## config.mk

```make
export PLATFORM = sky130hd
export DESIGN_NAME = writeback_queue
export DESIGN_NICKNAME = d
export VERILOG_FILES = /design/src/rtl/writeback_queue.sv
export SDC_FILE = /design/constraint.sdc
export NUM_CORES = 1
export LEC_CHECK = 0
export BUFFER_PORTS_ARGS = -buffer_cell sky130_fd_sc_hd__buf_2
export CAP_MARGIN = 30
export CORE_ASPECT_RATIO = 0.6
export CORE_UTILIZATION = 35
export DETAILED_ROUTE_END_ITERATION = 12
export PLACE_DENSITY = 0.6
export SYNTH_ARGS = -nofsm -noshare
export SYNTH_HDL_FRONTEND = slang
export SYNTH_SLANG_ARGS = --single-unit
```

## constraint.sdc

```tcl
create_clock -name CLK -period 4 [get_ports CLK]
set_clock_uncertainty 0.2 [all_clocks]
set_input_delay 0.2 -clock CLK [delete_from_list [all_inputs] [get_ports CLK]]
set_output_delay 0.2 -clock CLK [all_outputs]
set_load 0.005 [all_outputs]
```

## src/rtl/writeback_queue.sv

```systemverilog
// In-order writeback queue merging MEM and ALU results into one register-file write port.
// Optional forwarding of pending writes to SR1/SR2 is compiled in with `define WB_BYPASS_EN.
module writeback_queue #(
  parameter int DEPTH = 4,
  parameter int XLEN  = 32
) (
  input  logic                         CLK,
  input  logic                         RST,
  input  logic                         MEM_Valid,
  input  logic [4:0]                   MEM_DR,
  input  logic [XLEN-1:0]              MEM_Data,
  output logic                         MEM_Ready,
  input  logic                         ALU_Valid,
  input  logic [4:0]                   ALU_DR,
  input  logic [XLEN-1:0]              ALU_Data,
  output logic                         ALU_Ready,
  input  logic                         RF_Stall,
  output logic                         RegW,
  output logic [4:0]                   DR,
  output logic [XLEN-1:0]              Reg_In,
  input  logic [4:0]                   SR1,
  input  logic [4:0]                   SR2,
  output logic                         Fwd1_Hit,
  output logic [XLEN-1:0]              Fwd1_Data,
  output logic                         Fwd2_Hit,
  output logic [XLEN-1:0]              Fwd2_Data,
  output logic [$clog2(DEPTH+1)-1:0]   Count,
  output logic                         Empty,
  output logic                         Full
);

  localparam int PW = $clog2(DEPTH);
  localparam int CW = $clog2(DEPTH+1);

  logic [4:0]      dr_mem   [DEPTH];
  logic [XLEN-1:0] data_mem [DEPTH];

  logic [PW-1:0] rd_ptr_q, rd_ptr_d;
  logic [PW-1:0] wr_ptr_q, wr_ptr_d;
  logic [CW-1:0] count_q, count_d;

  logic            empty, full, pop, space, mem_acc, alu_acc, push;
  logic [4:0]      in_dr;
  logic [XLEN-1:0] in_data;

  always_comb begin
    empty   = (count_q == '0);
    full    = (count_q == CW'(DEPTH));
    // Reset blocks the write port so a pending head is never written while RST is high.
    pop     = !empty && !RF_Stall && !RST;
    space   = !full || pop;
    mem_acc = MEM_Valid && space;
    alu_acc = ALU_Valid && space && !MEM_Valid;
    in_dr   = mem_acc ? MEM_DR : ALU_DR;
    in_data = mem_acc ? MEM_Data : ALU_Data;
    push    = (mem_acc || alu_acc) && (in_dr != 5'd0) && !RST;

    rd_ptr_d = pop  ? rd_ptr_q + PW'(1) : rd_ptr_q;
    wr_ptr_d = push ? wr_ptr_q + PW'(1) : wr_ptr_q;
    count_d  = count_q;
    case ({push, pop})
      2'b10:   count_d = count_q + CW'(1);
      2'b01:   count_d = count_q - CW'(1);
      default: count_d = count_q;
    endcase
  end

  always_ff @(posedge CLK) begin
    if (RST) begin
      rd_ptr_q <= '0;
      wr_ptr_q <= '0;
      count_q  <= '0;
    end else begin
      rd_ptr_q <= rd_ptr_d;
      wr_ptr_q <= wr_ptr_d;
      count_q  <= count_d;
    end
  end

  always_ff @(posedge CLK) begin
    if (push) begin
      dr_mem[wr_ptr_q]   <= in_dr;
      data_mem[wr_ptr_q] <= in_data;
    end
  end

  assign MEM_Ready = space;
  assign ALU_Ready = space && !MEM_Valid;
  assign RegW      = pop;
  assign DR        = pop ? dr_mem[rd_ptr_q] : 5'd0;
  assign Reg_In    = pop ? data_mem[rd_ptr_q] : '0;
  assign Count     = count_q;
  assign Empty     = empty;
  assign Full      = full;

`ifdef WB_BYPASS_EN
  logic [DEPTH-1:0] match1, match2;

  for (genvar gi = 0; gi < DEPTH; gi++) begin : g_match
    logic [PW-1:0] age;
    logic          live;
    assign age        = PW'(gi) - rd_ptr_q;
    assign live       = (CW'(age) < count_q);
    assign match1[gi] = live && (SR1 != 5'd0) && (dr_mem[gi] == SR1);
    assign match2[gi] = live && (SR2 != 5'd0) && (dr_mem[gi] == SR2);
  end

  // Scan oldest to youngest so the last match seen is the youngest writer.
  always_comb begin
    Fwd1_Hit  = 1'b0;
    Fwd1_Data = '0;
    Fwd2_Hit  = 1'b0;
    Fwd2_Data = '0;
    for (int k = 0; k < DEPTH; k++) begin
      if (match1[rd_ptr_q + PW'(k)]) begin
        Fwd1_Hit  = 1'b1;
        Fwd1_Data = data_mem[rd_ptr_q + PW'(k)];
      end
      if (match2[rd_ptr_q + PW'(k)]) begin
        Fwd2_Hit  = 1'b1;
        Fwd2_Data = data_mem[rd_ptr_q + PW'(k)];
      end
    end
  end
`else
  logic unused_sr;
  assign unused_sr = ^{SR1, SR2};
  assign Fwd1_Hit  = 1'b0;
  assign Fwd1_Data = '0;
  assign Fwd2_Hit  = 1'b0;
  assign Fwd2_Data = '0;
`endif

endmodule

```

==> flow_summary.ini, run 1 <==
[routing]
avgRoutedWirePerCell_um = 16.3
ant_nets = 0
drc = 0
wirelength_mm = 14.5
via_count = 4062
dr.pass1.iters = 4
viasPerCell = 4.55
dr.first_iter.drc_count = 224

[timing]
fin_hold_ws_ps = 76.1
tightest_slew_ps = 543
rsz0062_at_grt = false
hold_viol = 0
max_freq_mhz = 319
setup_slack_ps = 863
period_share_pct = 78.4
max_slew_margin_pct = 63.8
setup_tns_ps = 0
min_period_ps = 3140
finalSetupViolCount = 0
slew_viol_final = 0

[floorplan]
io_pins = 200
die_w_um = 186
die_area_sq_um = 20800
rows = 39
core-area_sq_um = 19400
initial_core_util_pct = 36.4
dieHeight_um = 112

[clock_network]
cts_tree = done
cts_root_buf = clkbuf_16
clk_latency_ps = 400
htree_levels = 4
cts_max_path_buffers = 2
cts_sinks = 157
clk_pin_slew_ps = 60
post-cts-setup-buffers = 0
numCtsBuffers = 17

[yosys]
synth_top_family_by_area = multiplexers
synth-compound-area-share_pct = 0.849
yosysUniqueCellTypes = 31
ys_seq_area_share_pct = 65.4
synth_area_per_cell_sq_um = 17.3
synth.area.mux_share_pct = 17.7
synth_top_area_share_pct = 62.8
yosys.area.top_type = edfxtp_1
yosys.area_share.adder_pct = 1.17
synth-simple-area-share_pct = 5.36
synth-xor-area-share_pct = 0.495
syn_area_sq_um = 7070
synth_area_leaders = edfxtp_1 (63%), mux4_2 (12%), buf_4 (7.0%)
syn_inst = 409
ys_ff_latch = 157
synth-warning-count = 0

[pwr]
p_leak_nw = 3.54
cellPowerDensity_nw_per_um2 = 434
peakVddDrop_v = 0.000269
total_power_mw = 3.95

[worst_setup_path]
cp.arrival_ps = 3270
crit_path_cell_trace = dlygate4sd3_1, buf_2, or4_1, o2111a_1, or2_0, inv_1, ha_1, inv_1, fa_1, xor2_1, or3_1, a21oi_1
critPathLaunchType = primary input
critPathMaxStageDelay_ps = 520
r2r_start = Count[2]
worst_ep_required_time_ps = 4140
setup.worst_path.end_class = register
cp_slowest_cell = dlygate4sd3_1
path_class = in -> reg
crit_fanout = 7
ff2ff_setup_slack_ps = 970
path_common_cell = inv_1
r2r-end = Count[2]
reg2reg_depth = 10

[grt]
grt_max_degree = 41
grt_util_met1_pct = 19.2
first_global_vias = 4181
grt_use_met2_pct = 24.3
met3_usage_pct = 2.92
grtUsageTotal_pct = 14.6
grt_pass1_wl_mm = 22.5
busiest_layer = met2
antenna_found_initial = 0
overflow = 0

[final_layout]
final_nets = 709
drive_gt1_share_pct = 38.9
n_antenna_cell = 0
syn2layout_area_growth_pct = 28.8
utilization_pct = 46.9

[placement]
gp_congestion = 0.732
preCtsSetupSlack_ps = 981
numPortBuffers = 123
hpwl_mm = 9.03

[min_path]
min_path_cells = 4
hold_path.class = in -> reg
hold_start = ALU_DR[0]
whs_endpoint = wr_ptr_q[0]

[outcome]
run_status = complete, no violations

[run]
drv_cap = 0
## sequential cells by signal, indices dropped and copies added (netlist names), named ones only
register and count:
data_mem 128, dr_mem 20, Count 3, rd_ptr_q 2, wr_ptr_q 2
## cells by family (layout without fill, tap and decap cells)
logic type / after synthesis / in the layout
xor gates and xnor gates: 4 / 4
DFF: 157 / 157
and+or+nand+nor: 62 / 62
AOI/OAI and AO/OA: 9 / 9
muxes: 74 / 74
adders and majority gates: 6 / 6
buffers and inverters: 96 / 249
other: 1 / 66
## final cells by class
type | instances | area, sq um
timing repair buffer | 208 | 1520
clock inverter | 14 | 111
sequential | 157 | 4630
multi-input combinational | 221 | 2060
clock buffer | 18 | 429
fill | 1735 | 10300
inverter | 9 | 33.8
tap | 266 | 333
## cell usage after synthesis
cell,count
fa_1,1
nand2_2,1
mux2_2,37
and3_1,37
buf_6,3
nand3_1,1
ha_1,5
or2_0,1
nor4_1,1
o211a_1,1
o2111a_1,1
or4bb_1,1
nor2b_1,1
a31o_1,1
nor2_1,7
edfxtp_1,148
dfxtp_1,9
inv_1,9
clkbuf_1,12
and2_2,4
a21oi_1,2
mux4_2,37
or4_1,2
buf_4,66
xor2_1,4
buf_2,6
o21ai_0,4
nand2_1,2
or3_1,2
conb_1,1
nor3b_1,2
## per-stage QoR
stage / instance area [sq um] / instances
after floorplan: 7320 / 474
after global placement: 7700 / 780
after detailed placement: 7800 / 785
after CTS: 9090 / 892
after global routing: 9110 / 893
final: 9110 / 893
## power by group
| part | switching [mW] | total, mW | internal, mW |
|---|---|---|---|
| clock network | 0.658 | 1.46 | 0.804 |
| registers | 0.0325 | 1.93 | 1.90 |
| logic | 0.272 | 0.553 | 0.282 |
## layout by cell type, fill, tap and decap left out, types with 2 or more instances in the layout
cell / count
edfxtp_1: 148
buf_4: 4
or4_1: 2
conb_1: 66
clkinv_4: 5
nor3b_1: 2
mux2_2: 37
dfxtp_2: 2
nand2_1: 2
inv_1: 9
clkinvlp_4: 3
mux4_2: 37
clkinv_1: 2
xor2_1: 4
dfxtp_1: 7
and3_1: 37
nor2_1: 6
dlygate4sd3_1: 75
inv_6: 3
or3_1: 2
buf_12: 6
o21ai_0: 4
and2_2: 4
a21oi_1: 2
clkbuf_16: 17
ha_1: 5
buf_2: 123
## worst max-delay path, delay by kind of cell
| kind | cells | cell delay (ps) |
|---|---|---|
| AO/OA/AOI/OAI | 2 | 430 |
| buffers and inverters | 4 | 790 |
| AND/OR/NAND/NOR | 3 | 1150 |
| XOR/XNOR | 1 | 160 |
| adder cells (fa/ha/maj) | 2 | 550 |
## what timing repair did
item | CTS | global route
hold endpoints to repair | 155 | 0
gates resized for setup | 0 | 0
hold buffers | 75 | 0
endpoints found under the setup margin | 0 | 0
## layer usage
metal  share of wire [%]  routed length, um
met4                0.90                131
met5                   0                  0
met1                  46               6740
met2                  49               7080
met3                 4.1                590
## worst max path at each step
stage | from | endpoint | slack [ps]
3_3_place_gp | Count[2] | Count[2] | 1060
6_report | MEM_DR[0] | Count[2] | 860
5_1_grt | MEM_DR[0] | Count[2] | 790
4_1_cts | Count[2] | data_mem[1][28] | 770
3_5_place_dp | Count[2] | Count[2] | 980
2_1_floorplan | Count[2] | Count[2] | 1190
Note: power is estimated with default switching activity, not from simulation.
==> inputs of run 2 (changes only) <==
Settings changed: PLACE_DENSITY 0.6 to 0.63.
Clock period 4 ns to 2.87 ns, I/O delays scaled along.
==> run 2 against run 1 <==
Sequential share of layout area is 0.97 points lower. Critical endpoint unchanged. Non-clock buffer count is 5 higher. Wire length rose by 1.2%. Count of clock-buffer cells in the layout increased by 6. Critical path type unchanged. Highest routed layer unchanged. Utilization increased by 0.93 points. Flip-flop and latch count stayed put.
==> flow_summary.ini, run 2 (synthesized netlist as in run 1, its figures left out) <==
[pwr]
clkPwrFrac_pct = 41.2
p_int_mw = 4.60
power_switching_mw = 1.32
swShare_pct = 22.3
total_power_mw = 5.91
seq_power_share_pct = 45.5
p_leak_nw = 3.63
combPwrFrac_pct = 13.3
cellPowerDensity_nw_per_um2 = 636
peakVddDrop_v = 0.000405

[timing]
finalSetupViolCount = 0
period_share_pct = 99.8
slew_viol_final = 0
setup_tns_ps = 0
min_period_ps = 2860
fin_hold_ws_ps = 89.3
max_freq_mhz = 349
max_slew_margin_pct = 61.9
rsz0062_at_grt = true
tightest_slew_ps = 572
hold_viol = 0

[clock_network]
cts_tree = done
numCtsBuffers = 17
cts_sinks = 157
cts_max_path_buffers = 2
clk_pin_slew_ps = 60
htree_levels = 4
cts_root_buf = clkbuf_16
clk_latency_ps = 410

[min_path]
min_path_cells = 5
hold_path.class = in -> reg
whs_endpoint = wr_ptr_q[0]
hold_start = ALU_DR[1]

[routing]
wirelength_mm = 14.7
dr.pass1.iters = 4
avgRoutedWirePerCell_um = 16.4
drc = 0
ant_nets = 0
via_count = 4090
dr.first_iter.drc_count = 288
viasPerCell = 4.55

[worst_setup_path]
r2r-end = Count[2]
ff2ff_setup_slack_ps = 50
cp_slowest_cell = dlygate4sd3_1
critPathMaxStageDelay_ps = 530
setup.worst_path.end_class = register
crit_fanout = 3
worst_ep_required_time_ps = 3010
path_delay_family = simple AND/OR/NAND/NOR gates
worst-path-stages = 12
path_class = in -> reg
critPathLaunchType = primary input
cp.arrival_ps = 3000
crit_path_cell_trace = dlygate4sd3_1, buf_2, or4_4, o2111a_1, or2_1, inv_1, ha_2, inv_1, fa_2, xor2_1, or3_1, a21oi_1
critical_path_buf_inv_count = 4
path_common_cell = inv_1
r2r_start = Count[1]
reg2reg_depth = 10

[final_layout]
top_register = data_mem
final_nets = 714
layout_commonest_cell = edfxtp_1
n_antenna_cell = 0
syn2layout_area_growth_pct = 31.4
final_cell_mix = edfxtp_1 (148), buf_2 (123), dlygate4sd3_1 (76)
nFillCells = 1672
drive_gt1_share_pct = 40.3
largest_reg_flops = 128

[floorplan]
initial_core_util_pct = 36.4
rows = 39
dieHeight_um = 112
io_pins = 200
die_w_um = 186
die_area_sq_um = 20800
core-area_sq_um = 19400

[grt]
grtUsageTotal_pct = 14.5
grt_max_degree = 40
grt_pass1_wl_mm = 22.3
antenna_found_initial = 0
first_global_vias = 4236
overflow = 0

[outcome]
run_status = complete, no violations

[placement]
gp_congestion = 0.751
numPortBuffers = 123
hpwl_mm = 8.62

[run]
drv_cap = 0
run 2: per-layer routing:
layer / GRT usage, % / wire length (um) / part of all wire [%]
met3: 3.63 / 867 / 5.9
met4: 3.47 / 94 / 0.64
met5: 0 / 0 / 0
met1: 18.2 / 6360 / 43
met2: 25.2 / 7410 / 50
run 2: what timing repair did:
| item | in CTS | in global routing |
|---|---|---|
| setup buffers | 1 | 0 |
| endpoints found under the hold margin | 157 | 0 |
| hold buffers | 76 | 0 |
| gates resized for setup | 2 | 5 |
| pin swaps | 0 | 3 |
| setup endpoints to repair | 1 | 61 |
| gates cloned | 0 | 0 |
run 2: power by group through the flow:
stage / Sequential [mW] / Clock (mW) / Combinational, mW
after detailed placement: 2.74 / 0 / 0.703
after global placement: 2.74 / 0 / 0.686
final: 2.69 / 2.44 / 0.785
after global routing: 2.70 / 2.56 / 0.866
after floorplan: 2.72 / 0 / 0.498
after CTS: 2.70 / 2.48 / 0.795
run 2: metrics by stage:
stage               cell area (sq um)  worst slack (ps)  std cells  util [%]
floorplan                        7320              60.3        474         -
global placement                 7840              46.4        789      40.4
detailed placement               7840             -50.8        789      40.4
CTS                              9280              35.1        898      47.8
global route                     9290             -42.0        898      47.8
finish                           9290              5.42        898      47.8
run 2: worst max path at each step:
stage	from	end	slack, ps
floorplan	Count[2]	Count[2]	60
global placement	Count[2]	Count[2]	50
detailed placement	Count[2]	Count[2]	-50
CTS	Count[1]	Count[2]	40
global route	MEM_DR[3]	Count[2]	-40
finish	MEM_DR[3]	Count[2]	5
run 2: area by class of cell:
class	instances	area [sq um]	share of cell area [%]
clock inverters	8	110	1.18
inverters	9	33.8	0.364
multi-input cells	221	2070	22.3
flip-flops and latches	157	4630	49.8
repair buffers	213	1560	16.7
well taps	266	333	3.58
clock buffers	24	557	5.99
run 2: worst reg2reg max path, stage by stage (launching register included):
cell,delay [ps]
dfxtp_1,320
or4bb_4,550
o2111a_1,190
or2_1,260
inv_1,70
ha_2,180
inv_1,60
fa_2,330
xor2_1,160
or3_1,310
a21oi_1,120
